### config.mk
export PLATFORM = sky130hd
export DESIGN_NAME = pipe_stage_skid
export DESIGN_NICKNAME = d
export VERILOG_FILES = /design/src/rtl/pipe_stage_skid.sv
export SDC_FILE = /design/constraint.sdc
export NUM_CORES = 1
export LEC_CHECK = 0
export ABC_AREA = 1
export CAP_MARGIN = 20
export CORE_MARGIN = 2
export CORE_UTILIZATION = 53
export CTS_BUF_LIST = sky130_fd_sc_hd__clkbuf_4
export CTS_CLUSTER_SIZE = 30
export DETAILED_ROUTE_END_ITERATION = 8
export GPL_ROUTABILITY_DRIVEN = 0
export PLACE_DENSITY = 0.83
export SETUP_SLACK_MARGIN = 0.05
export SYNTH_ARGS = -nofsm -noshare
export SYNTH_HDL_FRONTEND = slang
export SYNTH_SLANG_ARGS = --single-unit
### constraint.sdc
create_clock -name clk -period 1.91 [get_ports clk]
set_input_delay 0.382 -clock clk [delete_from_list [all_inputs] [get_ports clk]]
set_output_delay 0.382 -clock clk [all_outputs]
set_load 0.02 [all_outputs]
### src/rtl/pipe_stage_skid.sv
// Pipeline stage with a valid/ready handshake and a two-entry skid buffer (head M, skid S).
// in_ready comes only from registered state and flush, so backpressure never forms a combinational path.
module pipe_stage_skid #(
    parameter int PC_BITS        = 32,
    parameter int DATA_BITS      = 128,
    parameter int CNT_BITS       = 16,
    parameter bit ZERO_ON_BUBBLE = 1'b1
) (
    input  logic                 clk,
    input  logic                 rst_n,
    input  logic                 flush,
    input  logic                 in_valid,
    output logic                 in_ready,
    input  logic [PC_BITS-1:0]   in_pc,
    input  logic [DATA_BITS-1:0] in_data,
    output logic                 out_valid,
    input  logic                 out_ready,
    output logic [PC_BITS-1:0]   out_pc,
    output logic [DATA_BITS-1:0] out_data,
    output logic [1:0]           occupancy,
    output logic [CNT_BITS-1:0]  drop_count
);

    typedef enum logic [1:0] {
        ST_EMPTY = 2'd0,
        ST_ONE   = 2'd1,
        ST_TWO   = 2'd2
    } state_t;

    state_t                r_state;
    state_t                w_state_next;
    logic [PC_BITS-1:0]    r_m_pc;
    logic [PC_BITS-1:0]    r_s_pc;
    logic [DATA_BITS-1:0]  r_m_data;
    logic [DATA_BITS-1:0]  r_s_data;
    logic [CNT_BITS-1:0]   r_drop_count;

    logic                  w_accept;
    logic                  w_emit;
    logic                  w_load_m_in;
    logic                  w_load_m_s;
    logic                  w_load_s_in;
    logic [CNT_BITS:0]     w_drop_sum;

    assign w_accept = in_valid & in_ready;
    assign w_emit   = out_valid & out_ready;

    always_ff @(posedge clk or negedge rst_n) begin
        if (!rst_n) begin
            r_state <= ST_EMPTY;
        end else begin
            r_state <= w_state_next;
        end
    end

    always_comb begin
        w_state_next = r_state;
        w_load_m_in  = 1'b0;
        w_load_m_s   = 1'b0;
        w_load_s_in  = 1'b0;
        if (flush) begin
            w_state_next = ST_EMPTY;
        end else begin
            case (r_state)
                ST_EMPTY: begin
                    if (w_accept) begin
                        w_state_next = ST_ONE;
                        w_load_m_in  = 1'b1;
                    end
                end
                ST_ONE: begin
                    if (w_accept && w_emit) begin
                        w_load_m_in  = 1'b1;
                    end else if (w_accept) begin
                        w_state_next = ST_TWO;
                        w_load_s_in  = 1'b1;
                    end else if (w_emit) begin
                        w_state_next = ST_EMPTY;
                    end
                end
                ST_TWO: begin
                    // S is always the younger entry, so it moves up to the head
                    if (w_emit) begin
                        w_state_next = ST_ONE;
                        w_load_m_s   = 1'b1;
                    end
                end
                default: begin
                    w_state_next = ST_EMPTY;
                end
            endcase
        end
    end

    always_comb begin
        in_ready  = (r_state != ST_TWO) && !flush;
        out_valid = (r_state != ST_EMPTY);
        occupancy = r_state;
        out_pc    = r_m_pc;
        out_data  = r_m_data;
        if (ZERO_ON_BUBBLE && (r_state == ST_EMPTY)) begin
            out_pc   = '0;
            out_data = '0;
        end
    end

    // Registers load only on an accepted entry, so payload seen while in_valid=0 is never captured
    always_ff @(posedge clk or negedge rst_n) begin
        if (!rst_n) begin
            r_m_pc   <= '0;
            r_m_data <= '0;
            r_s_pc   <= '0;
            r_s_data <= '0;
        end else if (flush) begin
            r_m_pc   <= '0;
            r_m_data <= '0;
            r_s_pc   <= '0;
            r_s_data <= '0;
        end else begin
            if (w_load_m_in) begin
                r_m_pc   <= in_pc;
                r_m_data <= in_data;
            end else if (w_load_m_s) begin
                r_m_pc   <= r_s_pc;
                r_m_data <= r_s_data;
            end
            if (w_load_s_in) begin
                r_s_pc   <= in_pc;
                r_s_data <= in_data;
            end
        end
    end

    // One spare bit catches overflow; the counter then sticks at all-ones
    assign w_drop_sum = {1'b0, r_drop_count} + {{(CNT_BITS-1){1'b0}}, occupancy};

    always_ff @(posedge clk or negedge rst_n) begin
        if (!rst_n) begin
            r_drop_count <= '0;
        end else if (flush) begin
            r_drop_count <= w_drop_sum[CNT_BITS] ? {CNT_BITS{1'b1}} : w_drop_sum[CNT_BITS-1:0];
        end
    end

    assign drop_count = r_drop_count;

endmodule

==> flow_summary.ini <==
[floorplan]
die_w_um = 179.9
start_util_pct = 53.75
floorplan.io_pins = 345
rows = 64
die_h_um = 179.9
fp.dieArea_um2 = 32360
coreArea_um2 = 30510

[synth]
synth_top_area_cell = dfrtp_1
ys_ff_latch = 338
syn_inst = 2214
netlist_area_um2 = 16400
ys_seq_area_share_pct = 51.58
synth_nets = 2382
synth_area_leaders = dfrtp_1 52%, nand2_1 16%, o21ai_0 9.9%, inv_1 7.9%, nand3_1 5.4%
syn_area_per_cell_um2 = 7.407
synth_top_area_share_pct = 51.58
synth_warnings = 0
synthDistinctLibCells = 26

[power_and_ir_drop]
p_per_area_nw_per_um2 = 741.5
p_leak_nw = 12.03
irDropWorstVdd_uv = 390.3

[routing]
wl_per_cell_um = 16.75
drt_iter0_drc = 1560
firstDrtPassIters = 8
num_vias = 16880
via_per_inst = 5.389
antenna_left = 0
wl_um = 52480
remaining_drc_errors = 0

[global_route]
grt_pass1_vias = 16200
grtUsageTotal_pct = 29.18
grt_pass1_wl_um = 78070
grt_max_degree = 80
overflow = 0
antenna_found_initial = 1

[cts]
cts_tree = yes
clk_pin_slew_ns = 0.07
cts_root_buf = clkbuf_4
numClockSinks = 338
h-tree-depth = 3
cts_buffers = 86
insertion_delay_ns = 0.69
clockBufferDepth = 3

[run]
drv_cap = 0

[placement]
io_buffers = 344
dp_hpwl_um = 31590

[cells_and_area]
num-fill-cells = 1963
nets = 2846
area_growth_pct = 42.48
final_util_pct = 76.58
final_common_cell = nand2_1
register_area_um2 = 8461
multi_input_area_um2 = 6497
drive_gt1_share_pct = 21.97
most-common-layout-cells = 680 x nand2_1, 338 x inv_1, 336 x dfrtp_1

[timing]
period_needed_ns = 2.395
hold_viol_final = 0
finalClockSkew_ns = 0.03865
layout_setup_ws_ns = -0.4848
finalMaxSlewViolations = 0
setup_violations = 195
tns_ns = -59.39
fin_crit_sh_pct = 125.4
worst_pin_slew_ns = 0.6235
fmax_ghz = 0.4176
slew_headroom_pct = 58.11
rsz0062_at_grt = true

[worst_setup_path]
cp.arrival_ns = 2.01
critPathLaunchType = flop
critPathKind = flop to output port
critPathRequiredTime_ns = 1.53
end_kind = output port
crit_fanout = 11

[run_status]
status = finished with violations
violations = setup timing

[worst_hold_path]
hold_class = primary input to asynchronous set/reset pin
## metrics by stage
stage          total power, mW  setup WS (ns)  cells  cell area (µm²)  hold slack (ns)
2_1_floorplan            9.048        0.03306   2214            16530          0.08641
3_3_place_gp             10.39        -0.1484   2919            21020           0.2988
3_5_place_dp             10.47        -0.2738   2919            21020           0.2977
4_1_cts                  16.95        -0.5125   3088            22120           0.1321
5_1_grt                  18.06        -0.5813   3133            23360           0.1527
6_report                 17.32        -0.4848   3133            23360           0.1825
## report_power, final
group | switching, mW | internal, mW | total, mW
clock network | 3.02 | 3.25 | 6.27
logic | 1.83 | 1.53 | 3.37
registers | 0.221 | 7.47 | 7.69
## path summary, 6_finish.rpt
| check | from | endpoint | slack [ns] | cells after the start |
|---|---|---|---|---|
| worst max-delay path | occupancy[0]$_DFFE_PN0P_ | out_data[94] | -0.48 | 7 |
| worst min-delay path | rst_n | r_s_data[41]$_DFFE_PN0P_ | 0.18 | 2 |
| worst max register to register | occupancy[0]$_DFFE_PN0P_ | drop_count[1]$_DFFE_PN0P_ | -0.20 | 11 |
| worst min register to register | r_m_data[121]$_DFFE_PN0P_ | r_m_data[121]$_DFFE_PN0P_ | 0.48 | 2 |
| max in group asynchronous | rst_n | r_s_data[102]$_DFFE_PN0P_ | 1.01 | 3 |
| min in group clk | in_data[66] | r_s_data[66]$_DFFE_PN0P_ | 0.25 | 3 |
## flip-flops by register name (all words and copies together) (netlist names)
name / cells
drop_count: 16
r_s_data: 128
r_m_pc: 32
r_m_data: 128
r_s_pc: 32
occupancy: 2
## metal layers
metal | track usage [%] | routed length [µm]
met1 | 35.70 | 19320
met2 | 49.06 | 25950
met3 | 5.308 | 4401
met4 | 16.07 | 2800
met5 | 0 | 0
## cell families after synthesis
family          after synthesis  share of synthesized area (%)
compound gates              328                          10.08
xor+xnor                      3                         0.1603
fa+ha+maj                     3                         0.2747
buf+inv                     487                          12.06
flops                       338                          51.58
simple gates               1055                          25.85
## cell type report
type                       count  share of cell area, %
timing repair inverter         1                0.06962
multi-input combinational   1389                  27.81
antenna                        1                0.01071
timing repair buffer         517                  23.53
sequential                   338                  36.21
clock buffer                 131                  4.209
clock inverter                15                 0.4070
inverter                     345                  5.628
tap                          396                  2.121
## timing repair
action                                  in CTS  in global routing
setup buffers                               16                 29
gates resized for setup                    639                352
gates cloned                                 6                 18
hold buffers                                 1                  0
endpoints found under the setup margin     196                405
pin swaps                                    1                 17
hold endpoints to repair                   325                  0
## synth_stat cells
master and instances:
buf_2 53, o211ai_1 1, nand3_2 1, nor2_1 175, xnor2_1 1, nand4_1 5, o41ai_1 1, xor2_1 2
dfrtp_1 338, nand2_1 687, a21oi_1 1, nand3b_1 5, ha_1 2, nor2_4 2, o21ai_0 323, or2_2 1
buf_6 11, inv_2 2, fa_1 1, nand3_1 176, inv_1 343, clkbuf_1 66, o21a_1 1, buf_1 12
a21boi_0 1, nor3_1 3
## worst max-delay path, stage by stage, from the launching register on
cell	delay [ns]
dfrtp_2	0.44
inv_4	0.09
nand2_8	0.08
inv_8	0.11
bufbuf_16	0.28
buf_12	0.12
nor2_1	0.05
buf_4	0.15
(Power assumes the default switching activity.)
